[config.mk]
export PLATFORM = sky130hd
export DESIGN_NAME = i2c_tx_feeder
export DESIGN_NICKNAME = d
export VERILOG_FILES = /design/src/rtl/i2c_tx_feeder.sv
export SDC_FILE = /design/constraint.sdc
export NUM_CORES = 1
export LEC_CHECK = 0
export ABC_AREA = 1
export BUFFER_PORTS_ARGS = -buffer_cell sky130_fd_sc_hd__buf_2
export CAP_MARGIN = 40
export CORE_ASPECT_RATIO = 1.75
export CORE_MARGIN = 10
export CORE_UTILIZATION = 50
export DETAILED_ROUTE_END_ITERATION = 8
export HOLD_SLACK_MARGIN = 0.15
export PLACE_DENSITY = 0.67
export SYNTH_ARGS = -nofsm -noshare
export SYNTH_HDL_FRONTEND = slang
export SYNTH_SLANG_ARGS = --single-unit
[constraint.sdc]
create_clock -name clk -period 2.85 [get_ports clk]
set_input_delay 0.57 -clock clk [delete_from_list [all_inputs] [get_ports clk]]
set_output_delay 0.57 -clock clk [all_outputs]
set_load 0.02 [all_outputs]
[src/rtl/i2c_tx_feeder.sv]
// Byte FIFO that feeds an I2C byte sender one complete transaction at a time,
// pacing offers on the sender's byte_done handshake and flushing on a stall.
module i2c_tx_feeder #(
    parameter int DEPTH       = 16,
    parameter int TIMEOUT_CYC = 1023
) (
    input  logic                      clk,
    input  logic                      rst_n,
    input  logic                      wr_en,
    input  logic [7:0]                wr_data,
    input  logic                      wr_last,
    output logic                      full,
    output logic [$clog2(DEPTH):0]    level,
    output logic                      pre_ready,
    output logic [7:0]                pre_data,
    input  logic                      byte_done,
    output logic                      busy,
    output logic                      txn_done,
    output logic                      timeout_err
);

    localparam int AW = $clog2(DEPTH);
    localparam int TW = $clog2(TIMEOUT_CYC + 1);
    localparam logic [AW:0]   DEPTH_L = (AW + 1)'(DEPTH);
    localparam logic [TW-1:0] TMO_L   = TW'(TIMEOUT_CYC);

    typedef enum logic [2:0] {
        IDLE    = 3'd0,
        OFFER   = 3'd1,
        WAIT_HI = 3'd2,
        WAIT_LO = 3'd3,
        GAP     = 3'd4,
        FLUSH   = 3'd5
    } state_t;

    logic [8:0]    mem [DEPTH];
    logic [8:0]    head;
    logic [AW-1:0] wr_ptr_q, rd_ptr_q;
    logic [AW:0]   level_q, level_d;
    logic [AW:0]   txn_cnt_q, txn_cnt_d;
    logic [TW-1:0] tmo_q, tmo_d;
    state_t        state_q, state_d;
    logic          gap_q, gap_d;
    logic          last_q, last_d;
    logic [7:0]    pre_data_q, pre_data_d;
    logic          txn_done_q, txn_done_d;
    logic          tmo_err_q, tmo_err_d;
    logic          push, pop, tmo_hit;

    assign head    = mem[rd_ptr_q];
    assign full    = (level_q == DEPTH_L);
    assign push    = wr_en && !full;
    assign tmo_hit = (tmo_q == TMO_L);

    always_comb begin
        level_d = level_q;
        case ({push, pop})
            2'b10:   level_d = level_q + 1'b1;
            2'b01:   level_d = level_q - 1'b1;
            default: level_d = level_q;
        endcase
        txn_cnt_d = txn_cnt_q;
        case ({push && wr_last, pop && head[8]})
            2'b10:   txn_cnt_d = txn_cnt_q + 1'b1;
            2'b01:   txn_cnt_d = txn_cnt_q - 1'b1;
            default: txn_cnt_d = txn_cnt_q;
        endcase
    end

    // Only complete transactions are started, so every pop below finds an entry.
    always_comb begin
        state_d    = state_q;
        pop        = 1'b0;
        tmo_d      = tmo_q;
        gap_d      = gap_q;
        last_d     = last_q;
        pre_data_d = pre_data_q;
        txn_done_d = 1'b0;
        tmo_err_d  = tmo_err_q;
        case (state_q)
            IDLE: begin
                if (txn_cnt_q != '0) begin
                    state_d    = OFFER;
                    pre_data_d = head[7:0];
                end
            end
            OFFER: begin
                pop     = 1'b1;
                last_d  = head[8];
                tmo_d   = '0;
                state_d = WAIT_HI;
            end
            WAIT_HI, WAIT_LO: begin
                tmo_d = tmo_q + 1'b1;
                if (tmo_hit) begin
                    tmo_err_d = 1'b1;
                    gap_d     = 1'b0;
                    state_d   = last_q ? GAP : FLUSH;
                end else if (state_q == WAIT_HI) begin
                    if (byte_done) state_d = WAIT_LO;
                end else if (!byte_done) begin
                    if (last_q) begin
                        txn_done_d = 1'b1;
                        gap_d      = 1'b0;
                        state_d    = GAP;
                    end else begin
                        pre_data_d = head[7:0];
                        state_d    = OFFER;
                    end
                end
            end
            FLUSH: begin
                pop = 1'b1;
                if (head[8]) begin
                    gap_d   = 1'b0;
                    state_d = GAP;
                end
            end
            GAP: begin
                if (gap_q) state_d = IDLE;
                else       gap_d   = 1'b1;
            end
            default: state_d = IDLE;
        endcase
    end

    always_ff @(posedge clk) begin
        if (push) mem[wr_ptr_q] <= {wr_last, wr_data};
    end

    always_ff @(posedge clk) begin
        if (!rst_n) begin
            state_q    <= IDLE;
            wr_ptr_q   <= '0;
            rd_ptr_q   <= '0;
            level_q    <= '0;
            txn_cnt_q  <= '0;
            tmo_q      <= '0;
            gap_q      <= 1'b0;
            last_q     <= 1'b0;
            pre_data_q <= '0;
            txn_done_q <= 1'b0;
            tmo_err_q  <= 1'b0;
        end else begin
            state_q    <= state_d;
            wr_ptr_q   <= push ? wr_ptr_q + 1'b1 : wr_ptr_q;
            rd_ptr_q   <= pop ? rd_ptr_q + 1'b1 : rd_ptr_q;
            level_q    <= level_d;
            txn_cnt_q  <= txn_cnt_d;
            tmo_q      <= tmo_d;
            gap_q      <= gap_d;
            last_q     <= last_d;
            pre_data_q <= pre_data_d;
            txn_done_q <= txn_done_d;
            tmo_err_q  <= tmo_err_d;
        end
    end

    assign level       = level_q;
    assign pre_ready   = (state_q == OFFER);
    assign pre_data    = pre_data_q;
    assign busy        = (state_q != IDLE);
    assign txn_done    = txn_done_q;
    assign timeout_err = tmo_err_q;

endmodule

* Word level (Yosys, flattened, before mapping)
Memory sizes are Yosys's and may differ from the RTL's. A register that Yosys moved wholly into a read port is not among the register bits.
Index checks and enable logic that the tools add are counted.
Widths: inputs -> output; s select.
** Storage, ports and cells
- Register bits :: 43
- Output and inout bits :: 18
- Bits of input ports :: 13
- Memories kept :: 1
- Bits in writable memories :: 144
** Memories
- mem :: depth 16, width 9, rd ports 1, clocked after Yosys merged registers in 1, write ports 1, line 36 : logic [8:0] mem [DEPTH];
** Operators by class
- Bitwise logic cells :: 2
- Muxes and demuxes :: 31
- Add/subtract/negate cells :: 7
- Eq/ne operators :: 23
- Reduce and logical (&&, ||, !) cells :: 19
** Operator list (count)
- $mux 8 :: 5
- $mux 3 :: 8
- $pmux 10 s2 :: 1
- $pmux 5 s2 :: 2
- $pmux 8 s2 :: 1
- $pmux 3 s5 :: 1
- $ne 2x2->1 const B :: 7
- $add 10x1->10 const B :: 1
- $add 5x1->5 const B :: 2
- $eq 10x10->1 const B :: 1
- $mux 1 :: 10
- $reduce_and 5->1 :: 2
- $sub 5x1->5 const B :: 2
- $ne 3x3->1 const B :: 3
- $add 4x1->4 const B :: 2
- $mux 4 :: 2
- $ne 4x4->1 const B :: 2
- $reduce_bool 2->1 :: 4
- $eq 3x2->1 const B :: 2
- $eq 3x3->1 const B :: 2
- $reduce_and 6->1 :: 1
- $reduce_bool 3->1 :: 2
- $eq 5x5->1 const B :: 1
- $reduce_bool 5->1 :: 1
- 11 further kinds :: 17

* Depth between registers and ports, before layout
- Word-level depth :: 6
- Mapped depth :: 18

* Worst setup path before layout
OpenSTA, ideal clock, no wires.
- Kind :: reg2reg
- Start point :: register (tool-made name)
- End point :: register txn_cnt_q[4]
- Library setup time :: 0.070 ns
- Arrival time :: 2.237 ns
- Buffers on the path :: 1
- Cell stages (with the launch flop) :: 16
- Path slack :: 0.543 ns
- Data required time :: 2.780 ns
- Cell sequence :: dfxtp_1 > buf_2 > clkinv_1 > nand3_1 > nand3_1 > a21oi_1 > ha_1 > inv_1 > fa_1 > inv_1 > nand3_1 > nand2_1 > a21oi_1 > o21ai_0 > o21ai_0 > a21oi_1
** RTL lines
- to (signal assigned) :: line 149 : txn_cnt_q <= txn_cnt_d;
- to (decl) :: line 40 : logic [AW:0] txn_cnt_q, txn_cnt_d;

==> impl_metrics.py <==
metrics = {
    "critical_path": {
        "crit_fanout": 11,
        "path_class": "flip-flop to flip-flop",
        "r2r-end": "txn_cnt_q[3]$_SDFFE_PN0P_",
        "cp-end-kind": "flip-flop",
        "start_kind": "flip-flop",
        "worstPathArrival_ns": 2.87,
        "crit_path_end": "txn_cnt_q[3]$_SDFFE_PN0P_",
        "ff2ff_path_depth": 14,
        "rrSetupSlack_ns": 0.30,
        "cp.required_ns": 3.16,
    },
    "sta": {
        "rsz0062_at_grt": "no",
        "layout_setup_ws_ns": 0.297,
        "setup_tns_ns": 0,
        "fmax_mhz": 392,
        "slew-limit-headroom_pct": 65.2,
        "finalMaxSlewViolations": 0,
        "finClkSkew_ns": 0.00780,
        "setup_viol": 0,
        "hold_viol": 0,
        "min_period_over_period_pct": 89.6,
        "tightest_slew_ns": 0.523,
        "finalCriticalPeriod_ns": 2.55,
        "timing.hold.ws_ns": 0.472,
    },
    "cts": {
        "cts_num_sinks": 191,
        "post_cts_buffers": 0,
        "clock_path_buffers": 2,
        "postCtsHoldBufs": 0,
        "clock_latency_ns": 0.42,
        "numCtsBuffers": 17,
        "root_buffer": "clkbuf_16",
        "cts_tree": "built",
        "cts.reportedPaths.clkPinSlew_ns": 0.06,
        "cts_htree_levels": 4,
    },
    "logic_synthesis": {
        "synthArstFlopShare_pct": 0,
        "synth_top_family_by_area": "simple AND/OR/NAND/NOR gates",
        "synth_flop_cell": "edfxtp_1",
        "synth_edf_count": 144,
        "yosys.area_share.simple_pct": 22.1,
        "netlist_area_sq_um": 8200,
        "ys_seq_area_share_pct": 64.2,
        "synth-xor-area-share_pct": 0.641,
        "synth-seq-cells": 191,
        "synth_compound_area_share_pct": 5.62,
        "synthAdderAreaFrac_pct": 2.63,
        "ys_types": 38,
        "yosysWarnings": 0,
        "syn-num-nets": 830,
        "synth_area_per_cell_sq_um": 10.2,
        "synthMuxAreaShare_pct": 0,
        "synthCells": 801,
    },
    "detailed_routing": {
        "ant_nets": 0,
        "drcViolationCount": 0,
        "first_iter_violations": 303,
        "routed_wl_mm": 19.2,
        "viasPerCell": 5.65,
        "drt_pass1_iterations": 5,
        "vias": 5929,
        "wl_per_cell_um": 18.3,
    },
    "die": {
        "dieHeight_um": 189,
        "initial_core_util_pct": 51.1,
        "row_count": 61,
        "core-area_sq_um": 16000,
        "die_w_um": 117,
        "die_area_sq_um": 22100,
        "ios": 31,
    },
    "cells_and_area": {
        "area_growth_pct": 12.0,
        "final_nets": 876,
        "drive_gt1_share_pct": 13.0,
        "final-instance-count-excl-fill": 1049,
        "num_antenna_cells": 0,
    },
    "power": {
        "vdd_drop_max_mv": 0.784,
        "p_leak_nw": 3.60,
        "power_density_nw_per_um2": 850,
    },
    "global_route": {
        "grt_pass1_vias": 6128,
        "grt_util_all_layers_pct": 18.3,
        "grt_max_degree": 49,
        "grt_pass1_wl_mm": 31.3,
        "antenna_found_initial": 0,
        "grt-ovfl-total": 0,
    },
    "min_path": {
        "hold_path.class": "flip-flop to flip-flop",
        "worstHoldStart": "rd_ptr_q[3]$_SDFFE_PN0N_",
    },
    "run_status": {
        "status": "finished clean",
    },
    "placed_design": {
        "dp_hpwl_mm": 13.2,
        "place.gp.congestion": 0.884,
        "dp.cells": 1017,
        "place_ws_ns": 0.143,
        "port_buffers": 30,
    },
    "job": {
        "maxCapViolCount": 0,
    },
}
[state kept, by name, indices dropped and copies added (netlist names), named ones only]
register	cells
txn_done	1
level	5
mem	144
timeout_err	1
tmo_q	10
last_q	1
state_q	3
pre_data	8
gap_q	1
txn_cnt_q	5
rd_ptr_q	4
wr_ptr_q	4
[critical path, stage by stage (launching register included)]
cell      delay, ns
dfxtp_2        0.46
nand2_1        0.10
nand2_1        0.08
nand2_1        0.06
nand3_1        0.10
nand3_1        0.16
a21oi_2        0.26
ha_4           0.20
ha_1           0.28
nand2_1        0.08
nor2_1         0.04
a211oi_1       0.32
xnor2_1        0.11
o21ai_0        0.15
inv_1          0.05
[report_power, final]
group	leakage [nW]	switching, mW	internal, mW
Combinational	1.65	1.54	0.737
Clock	0.264	0.994	1.18
Sequential	1.69	0.161	3.19
Total	3.60	2.70	5.10
[cell usage after synthesis (4+ instances only)]
cell type,n,area [sq um]
xnor2_1,4,35.0
o21ai_0,23,115
edfxtp_1,144,4320
nor3_1,6,30.0
nor3_2,5,50.1
nand2_1,212,796
a21oi_1,47,235
dfxtp_1,47,941
clkbuf_1,8,30.0
inv_1,48,180
ha_1,14,175
nor2_1,61,229
buf_2,12,60.1
buf_4,9,67.6
nand3_1,120,601
[what timing repair did]
item / 4_1_cts / 5_1_grt
setup endpoints to repair: 0 / 2
gates resized for setup: 0 / 5
endpoints found under the hold margin: 0 / 0
[per-stage QoR]
step / power (mW) / utilization [%] / instance area, sq um
3_3_place_gp: 5.58 / 53.7 / 8610
4_1_cts: 7.85 / 57.1 / 9160
6_report: 7.80 / 57.3 / 9180
5_1_grt: 8.29 / 57.3 / 9180
3_5_place_dp: 5.68 / 53.7 / 8610
2_1_floorplan: 5.07 / - / 8200
[cell usage in the layout (no fill, tap or decap), types with 3 or more instances in the layout]
master	instances
nor3_1	6
clkinv_1	3
nor2_2	3
buf_2	30
buf_4	28
a211oi_1	3
o21ai_0	23
inv_1	48
inv_4	3
clkinv_2	3
a21oi_1	46
nor2_1	61
edfxtp_1	144
inv_6	3
ha_1	13
clkbuf_1	3
nor3_2	5
nand2_1	212
nand2_2	3
clkbuf_16	18
xnor2_1	4
dfxtp_1	45
nand3_1	120
[per-layer routing]
layer	wire length (um)	track usage, %	up-vias	part of all wire (%)
met4	631	8.02	0	3.3
met5	0	0	-	0
met2	10400	32.8	171	54
met1	7270	20.1	2887	38
li1	-	-	2826	-
met3	910	3.64	45	4.7
[worst min-delay path by stage]
stage / to / slack [ns] / cells past startpoint
final: rd_ptr_q[3]$_SDFFE_PN0N_ / 0.47 / 1
after global routing: flip-flop / 0.49 / 1
after CTS: rd_ptr_q[3]$_SDFFE_PN0N_ / 0.48 / 1
after detailed placement: flip-flop / 0.47 / 1
after global placement: rd_ptr_q[3]$_SDFFE_PN0N_ / 0.43 / 1
after floorplan: flip-flop / 0.41 / 1
[final cells by class]
cell class / instances / area [sq um]
clock buffers: 21 / 462
clock inverters: 11 / 80.1
fillers: 1348 / 6850
inverters: 55 / 211
multi-input cells: 524 / 2560
flip-flops and latches: 191 / 5270
well taps: 189 / 236
repair buffers: 58 / 360
[logic make-up after synthesis]
family	after synthesis
adders and majority gates	16
AOI/OAI and AO/OA	84
buffers and inverters	86
and+or+nand+nor	418
xor gates and xnor gates	6
DFF	191
Note: power is estimated with default switching activity, not from simulation.
